$ cat src/rtl/data_mem_arbiter.sv
// Two-port round-robin arbiter in front of one data memory.
// Bad requests are answered locally; stuck accesses abort after TIMEOUT cycles.
module data_mem_arbiter #(
    parameter int unsigned TIMEOUT = 255
) (
    input  logic        Clock,
    input  logic        Reset,
    input  logic        P0_Read,
    input  logic        P0_Write,
    input  logic [31:0] P0_Address,
    input  logic [31:0] P0_Write_data,
    input  logic [2:0]  P0_Func3,
    output logic [31:0] P0_Read_data,
    output logic        P0_Ack,
    output logic        P0_Err,
    output logic        P0_busywait,
    input  logic        P1_Read,
    input  logic        P1_Write,
    input  logic [31:0] P1_Address,
    input  logic [31:0] P1_Write_data,
    input  logic [2:0]  P1_Func3,
    output logic [31:0] P1_Read_data,
    output logic        P1_Ack,
    output logic        P1_Err,
    output logic        P1_busywait,
    output logic        Mem_Read,
    output logic        Mem_Write,
    output logic [31:0] Mem_Address,
    output logic [31:0] Mem_Write_data,
    output logic [2:0]  Mem_Func3,
    input  logic [31:0] Mem_Read_data,
    input  logic        Mem_busywait
);
    typedef enum logic [1:0] { IDLE, ACCESS, RESP } state_t;
    localparam logic [7:0] CntLast = 8'(TIMEOUT - 1);

    state_t      state_q;
    logic [7:0]  cnt_q;
    logic        last_q, gnt_q, rd_q, wr_q;
    logic [31:0] addr_q, wdata_q, rdata0_q, rdata1_q;
    logic [2:0]  f3_q;
    logic        ack0_q, ack1_q, err0_q, err1_q;

    logic        req0, req1, pick, grant;
    logic        s_rd, s_wr, illegal, misalign;
    logic [31:0] s_addr, s_wdata;
    logic [2:0]  s_f3;
    logic        resp_go, resp_port, resp_err;
    logic [31:0] resp_data;

    assign req0  = P0_Read | P0_Write;
    assign req1  = P1_Read | P1_Write;
    assign pick  = (req0 & req1) ? ~last_q : req1;
    assign grant = (state_q == IDLE) & (req0 | req1);

    assign s_rd    = pick ? P1_Read       : P0_Read;
    assign s_wr    = pick ? P1_Write      : P0_Write;
    assign s_addr  = pick ? P1_Address    : P0_Address;
    assign s_wdata = pick ? P1_Write_data : P0_Write_data;
    assign s_f3    = pick ? P1_Func3      : P0_Func3;

    always_comb begin
        illegal = s_rd & s_wr;
        if (s_rd && !(s_f3 inside {3'b000, 3'b001, 3'b010, 3'b100, 3'b101}))
            illegal = 1'b1;
        if (s_wr && !(s_f3 inside {3'b000, 3'b001, 3'b010}))
            illegal = 1'b1;
    end

    always_comb begin
        misalign = 1'b0;
        unique case (s_f3[1:0])
            2'b01:   misalign = s_addr[0];
            2'b10:   misalign = |s_addr[1:0];
            default: misalign = 1'b0;
        endcase
    end

    // One response path shared by local errors, completions and timeouts.
    always_comb begin
        resp_go   = 1'b0;
        resp_port = gnt_q;
        resp_err  = 1'b0;
        resp_data = '0;
        unique case (state_q)
            IDLE: begin
                resp_go   = grant & (illegal | misalign);
                resp_port = pick;
                resp_err  = 1'b1;
            end
            ACCESS: begin
                resp_go   = ~Mem_busywait | (cnt_q == CntLast);
                resp_err  = Mem_busywait;
                resp_data = (rd_q & ~Mem_busywait) ? Mem_Read_data : '0;
            end
            default: resp_go = 1'b0;
        endcase
    end

    always_ff @(posedge Clock or negedge Reset) begin
        if (!Reset) begin
            state_q  <= IDLE;
            cnt_q    <= '0;
            last_q   <= 1'b1;
            gnt_q    <= 1'b0;
            rd_q     <= 1'b0;
            wr_q     <= 1'b0;
            addr_q   <= '0;
            wdata_q  <= '0;
            f3_q     <= '0;
            rdata0_q <= '0;
            rdata1_q <= '0;
            ack0_q   <= 1'b0;
            ack1_q   <= 1'b0;
            err0_q   <= 1'b0;
            err1_q   <= 1'b0;
        end else begin
            ack0_q <= 1'b0;
            ack1_q <= 1'b0;
            err0_q <= 1'b0;
            err1_q <= 1'b0;
            unique case (state_q)
                IDLE: begin
                    if (grant) begin
                        gnt_q  <= pick;
                        last_q <= pick;
                        rd_q   <= s_rd;
                        wr_q   <= s_wr;
                        cnt_q  <= '0;
                        if (illegal | misalign) begin
                            state_q <= RESP;
                        end else begin
                            state_q <= ACCESS;
                            addr_q  <= s_addr;
                            wdata_q <= s_wdata;
                            f3_q    <= s_f3;
                        end
                    end
                end
                ACCESS: begin
                    if (resp_go) state_q <= RESP;
                    else         cnt_q   <= cnt_q + 8'd1;
                end
                default: state_q <= IDLE;
            endcase
            if (resp_go) begin
                if (resp_port) begin
                    ack1_q   <= 1'b1;
                    err1_q   <= resp_err;
                    rdata1_q <= resp_data;
                end else begin
                    ack0_q   <= 1'b1;
                    err0_q   <= resp_err;
                    rdata0_q <= resp_data;
                end
            end
        end
    end

    // Address/data/func3 only change on legal grants, so they hold outside ACCESS.
    assign Mem_Read       = (state_q == ACCESS) & rd_q;
    assign Mem_Write      = (state_q == ACCESS) & wr_q;
    assign Mem_Address    = addr_q;
    assign Mem_Write_data = wdata_q;
    assign Mem_Func3      = f3_q;

    assign P0_Read_data = rdata0_q;
    assign P0_Ack       = ack0_q;
    assign P0_Err       = err0_q;
    assign P0_busywait  = req0 & ~ack0_q;
    assign P1_Read_data = rdata1_q;
    assign P1_Ack       = ack1_q;
    assign P1_Err       = err1_q;
    assign P1_busywait  = req1 & ~ack1_q;
endmodule

$ cat config.mk
export PLATFORM = sky130hd
export DESIGN_NAME = data_mem_arbiter
export DESIGN_NICKNAME = d
export VERILOG_FILES = /design/src/rtl/data_mem_arbiter.sv
export SDC_FILE = /design/constraint.sdc
export NUM_CORES = 1
export LEC_CHECK = 0
export CORE_UTILIZATION = 45
export CTS_CLUSTER_DIAMETER = 150
export CTS_CLUSTER_SIZE = 28
export DETAILED_ROUTE_END_ITERATION = 8
export PLACE_DENSITY = 0.84
export SKIP_LAST_GASP = 1
export SYNTH_ARGS = -nofsm -noshare
export SYNTH_HDL_FRONTEND = slang
export SYNTH_SLANG_ARGS = --single-unit
$ cat constraint.sdc
create_clock -name Clock -period 6.4 [get_ports Clock]
set_clock_uncertainty 0.1 [all_clocks]
set_input_delay 0.96 -clock Clock [delete_from_list [all_inputs] [get_ports Clock]]
set_output_delay 0.96 -clock Clock [all_outputs]
set_load 0.02 [all_outputs]
* Word-level counts from Yosys, hierarchy flattened
Index checks and enable logic that the tools add are counted.
** Storage, ports and cells
- Bits in registers :: 149
- Logic and storage cells :: 92
- Bits of input ports :: 173
** Operators by class
- Muxes and demuxes :: 29
- Reductions and logical operators :: 16
- Equal/unequal tests :: 11
- $add $sub $neg :: 1
- Bitwise gates (word level) :: 20
** Operators with widths (number)
- 32-bit 2-to-1 mux :: 4
- 8-bit 2-to-1 mux :: 2
- 8-bit case mux with 2 select lines :: 1
- 1-bit 2-to-1 mux :: 14
- 1-bit bitwise AND :: 9
- 8-bit by 1-bit adder with 8-bit output (second input constant) :: 1
- 8-bit equality test (second input constant) :: 1
- 2-bit AND reduction :: 4
- 3-bit equality test (second input constant) :: 2
- 2-bit 2-to-1 mux :: 3
- 2-bit != test (second input constant) :: 3
- 1-bit NOT :: 6
- 1-bit case mux with 2 select lines :: 3
- 3-bit AND reduction :: 2
- 1-bit bitwise OR :: 5
- 5-bit nonzero test :: 1
- 2-bit by 1-bit equality test with 1-bit output (second input constant) :: 2
- 2-bit case mux with 2 select lines :: 1
- 3-bit by 1-bit equality test with 1-bit output (second input constant) :: 1
- 3-bit by 2-bit equality test with 1-bit output (second input constant) :: 1
- 3-bit logical NOT :: 1
- 3-bit 2-to-1 mux :: 1
- 3-bit nonzero test :: 1
- 2-bit equality test (second input constant) :: 1
- other kinds (5) :: 7

* Longest topological paths before layout
- Word-level depth :: 15
- Depth in mapped cells :: 14
- Gate-level depth less buffers :: 12

* Least setup slack after synthesis
No wires, ideal clock.
- Path kind :: in2reg
- Start :: input P0_Write
- End :: register addr_q[14], in the netlist Mem_Address[14]
- Data arrival time :: 3.602 ns
- Path buffers :: 3
- Required time :: 6.175 ns
- Stages :: 14
- Path slack :: 2.573 ns
- Path through :: o21a_1 -> nor2_1 -> clkbuf_1 -> nand2_1 -> nand2_1 -> inv_1 -> ha_1 -> or3_1 -> o32ai_1 -> o22ai_2 -> nand3_2 -> buf_6 -> buf_6 -> mux2_2
** Between the ends
- Word-level cells in the longest chain between the ends :: 13
** Ends and longest elaborated chain
- start: declaration :: RTL line 9 : input logic P0_Write,
- 1-bit bitwise OR (*) :: RTL line 51 : assign req0 = P0_Read | P0_Write;
- 1-bit bitwise AND (*) :: RTL line 53 : assign pick = (req0 & req1) ? ~last_q : req1;
- 1-bit 2-to-1 mux (*) :: RTL line 53
- 3-bit 2-to-1 mux (*) :: RTL line 60 : assign s_f3 = pick ? P1_Func3 : P0_Func3;
- net s_f3[0] :: RTL line 47 : logic [2:0] s_f3;
- 3-bit by 1-bit equality test with 1-bit output, or another cell as far along :: RTL line 64, 66
- 5-bit nonzero test :: RTL line 64 : if (s_rd && !(s_f3 inside {3'b000, 3'b001, 3'b010, 3'b100, 3'b101}))
- 1-bit logical NOT :: RTL line 64
- 1-bit logical AND :: RTL line 64
- 1-bit 2-to-1 mux :: RTL line 64
- 1-bit 2-to-1 mux :: RTL line 66 : if (s_wr && !(s_f3 inside {3'b000, 3'b001, 3'b010}))
- 1-bit bitwise OR (*) :: RTL line 130 : if (illegal | misalign) begin
- 1-bit NOT (no line) (*)
- 3-bit AND reduction (no line) (*)
- end signal: assignment :: RTL line 134 : addr_q <= s_addr;
- end: declaration :: RTL line 40 : logic [31:0] addr_q, wdata_q, rdata0_q, rdata1_q;
The timed path passes the listed nets; every way through them passes the cells marked *.
A chain may end at the register's enable or synchronous reset.

* Final worst setup path
- Start :: input P1_Write
- End :: register wdata_q[1], in the netlist Mem_Write_data[1]
** Between the ends
- Word-level cells in the longest chain between the ends :: 13
** Ends and longest elaborated chain
- start: declaration :: RTL line 18 : input logic P1_Write,
- 1-bit bitwise OR (*) :: RTL line 52 : assign req1 = P1_Read | P1_Write;
- 1-bit bitwise AND :: RTL line 53
- 1-bit 2-to-1 mux (*) :: RTL line 53
- 3-bit 2-to-1 mux (*) :: RTL line 60
- net s_f3[0] :: RTL line 47
- 3-bit by 1-bit equality test with 1-bit output, or another cell as far along :: RTL line 64, 66
- 5-bit nonzero test :: RTL line 64
- 1-bit logical NOT :: RTL line 64
- 1-bit logical AND :: RTL line 64
- 1-bit 2-to-1 mux :: RTL line 64
- 1-bit 2-to-1 mux :: RTL line 66
- 1-bit bitwise OR (*) :: RTL line 130
- 1-bit NOT (no line) (*)
- 3-bit AND reduction (no line) (*)
- end signal: assignment :: RTL line 135 : wdata_q <= s_wdata;
- end: declaration :: RTL line 40
Marks and branches as above.

==> metrics.md <==
| Metric | Value |
|---|---|
| CP startpoint kind | `input port` |
| Leak | `between 0.004 and 0.005 uW` |
| Die Ht | `about 130 um` |
| Worst min-delay path category | `reg -> reg` |
| H-tree depth | `4` |
| Die Wd | `125 um` |
| Routability Congestion | `approximately 0.84` |
| Critical Path RT | `about 6.6 ns` |
| M1 wire length | `between 8000 and 9000 um` |
| CP Capture Type | `flop` |
| Post-CTS Setup Bufs | `0` |
| NetSw | `~2000 uW` |
| Die area | `15700 um^2` |
| Max Cap Viol | `0` |
| Worst-skew pair later-pin latency | `~0.42 ns` |
| Total congestion overflow | `0` |
| Combinational Power Share | `roughly half` |
| Violated checks | `design-rule violations` |
| Via density | `a little over 5` |
| Synth unique cells | `40` |
| Root buffer cell | `clkbuf_16` |
| Reg power frac | `a little under a third` |
| CTS tree | `yes` |
| Setup CP Type | `in -> reg` |
| Iter 0 DRT Violations | `383` |
| Fill cell count | `1063` |
| Layout cells sized above 1 | `roughly 12%` |
| WP buf/inv | `2` |
| Worst slew margin | `between 40% and 50%` |
| Synth cell count leaders | `nand2_1, dfrtp_1, mux2_2, nor2_1` |
| Seq/Total Area, Yosys | `between 50% and 60%` |
| Post-synth EDFFs | `0` |
| CP max-delay cell | `nor2_1` |
| Hold buffers post-CTS | `0` |
| Critical path's top delay family | `simple AND/OR/NAND/NOR gates` |
| TNS Setup | `0 ns` |
| Ant diodes | `0` |
| Avg Inst Size Synth | `slightly below 10 um^2` |
| FF+latch area | `3730 um^2` |
| Largest net degree at the start of global routing | `88` |
| Multi-input gate area in the final layout | `roughly 2900 um^2` |
| Worst IR drop on VDD | `0.272 mV` |
| Via Count | `6106` |
| Nets | `~1.2k` |
| # port buffers | `311` |
| Critical path data arrival time | `4.57 ns` |
| Cell-internal power | `3240 uW` |
| Sw Share | `roughly two fifths` |
| Vias in the first global route | `5997` |
| Async SR Flop Fraction | `100%` |
| Total GRT Usage | `about a quarter` |
| Top-area cell type share of the netlist area | `a little over half` |
| Core Footprint | `roughly 15000 um^2` |
| Clk pwr share | `~20%` |
| PwrDens | `approximately 500 nW/um^2` |
| Num rows | `44` |
| Cts bufs inserted | `17` |
| Final Critical Period | `around 4.4 ns` |
| Initial core utilization | `46.6%` |
| First-pass GRT wire length | `about 32000 um` |
| Final Hold Viols | `0` |
| Worst path most repeated cell | `nand2_1` |
| DR top layer | `met4` |
| Detailed placer's ending HPWL | `between 10000 and 15000 um` |
| Router iterations before antenna repair | `6` |
| Crit-path max cell delay | `0.55 ns` |
| Top Ports | `312` |
| Status | `complete, but fails checks` |
| Top post-synthesis cells by area | `dfrtp_1, nand2_1, mux2_2` |
| Fin. max-slew vios | `0` |
| Max frequency | `around 0.23 GHz` |
| Met3 wire len | `around 1400 um` |
| RSZ-0062 raised after global routing | `no` |
| Yosys warnings | `0` |
| Mapped Cells | `between 600 and 700` |
| Fin Hold WS | `~0.38 ns` |
| P&R area growth vs syn | `56.5%` |
| Worst-Margin Slew | `0.820 ns` |
| Worst-path clk slew | `0.06 ns` |
| Final setup viols | `0` |
| Crit path cell chain | `clkdlybuf4s50_1 > nor2_1 > nor2_4 > nand2_1 > nand2_1 > ha_1 > or3_1 > o32ai_1 > o22ai_2 > nand3_2 > buf_4 > mux2_2` |
| #FFs+latches synth | `between 100 and 150` |
| WL/cell | `17.3 um` |
| Sinks on Clock Net | `149` |
| Post-route ant nets | `0` |
| Post-cts resize count | `0` |
| Post-synth top flop | `dfrtp_1` |
| Post-synthesis cell area | `roughly 6900 um^2` |
| Synth area leader | `dfrtp_1` |
| Clk buf depth | `2` |
| Routed length on met2 | `about 10000 um` |
| WL final | `20500 um` |
| Crit-path max FO | `36` |
| Crit share post-route | `about two thirds` |
| Net Count, Synth | `roughly 870` |
| Initial antenna violation count | `0` |
| DRC | `15` |
| Top-count cell post-synth | `nand2_1` |
## power groups by stage
stage | clock network, uW | logic, uW | registers [uW]
after global placement | 0 | 2620 | 1560
after CTS | 1040 | 2670 | 1570
after global routing | 1080 | 2820 | 1620
final | 1020 | 2640 | 1570
after floorplan | 0 | 971 | 2030
after detailed placement | 0 | 2660 | 1580
## metrics by stage
stage	setup slack, ns	power [uW]	instances	instance area [um^2]	util, %
detailed placement	1.66	4240	1152	10100	68.8
CTS	2.06	5270	1184	10700	72.9
floorplan	2.57	3000	691	6850	-
global placement	1.84	4180	1152	10100	68.8
finish	2.04	5230	1184	10700	72.9
global route	1.77	5510	1184	10700	72.9
## path summary, 6_finish.rpt
kind / to / depth (start not counted) / slack, ns / start
min in group asynchronous: P0_Read_data[1] / 1 / 0.48 / Reset
worst max-delay path: Mem_Write_data[1] / 12 / 2.04 / P1_Write
worst min register to register: P0_Err / 1 / 0.38 / state_q[0]
worst min-delay path: P0_Err / 1 / 0.38 / state_q[0]
worst max register to register: Mem_Write_data[1] / 12 / 2.74 / last_q
max in group asynchronous: P1_Read_data[18] / 2 / 4.40 / Reset
## per-layer routing
layer	up-vias	GRT usage, %
met4	0	12.0
met3	41	7.36
met5	-	0
met1	2917	31.3
li1	2958	-
met2	190	45.6
## logic make-up after synthesis
family | share of synthesized area (%)
adder cells (fa/ha/maj) | 0.913
AND/OR/NAND/NOR | 18.3
multiplexers | 11.2
flip-flops | 54.4
buffers and inverters | 3.31
AO/OA/AOI/OAI | 11.3
XOR/XNOR | 0.511
## layout by cell type, fill, tap and decap left out, types with 2 or more instances in the layout
master,count
clkdlybuf4s50_1,310
nand2_1,247
dfrtp_1,148
mux2_2,67
nor2_1,47
a32o_1,32
a211oi_1,32
clkbuf_16,17
o21ai_0,10
buf_4,10
a21oi_1,7
inv_1,6
ha_1,5
or3_1,4
xor2_1,4
and2_1,3
and3_1,3
nand3_1,3
bufinv_16,3
clkinv_2,3
clkinvlp_4,3
clkinv_4,3
nor2_4,2
nand2b_1,2
nand4_1,2
o31ai_1,2
clkbuf_8,2
## flip-flops by register name, indices dropped and copies added, names as in the netlist
signal	cells
Mem_Func3	3
P0_Err	1
P0_Read_data	32
rd_q	1
Mem_Write_data	32
cnt_q	8
P0_Ack	1
last_q	1
Mem_Address	32
state_q	2
P1_Err	1
P1_Ack	1
gnt_q	1
wr_q	1
P1_Read_data	32
## area by class of cell
class,count,area share (%)
clock buffers,20,4.26
clock inverters,12,1.44
inverters,6,0.210
multi-input cells,492,27.4
flip-flops and latches,149,34.8
well taps,184,2.15
repair buffers,321,29.8
(Power assumes the default switching activity.)
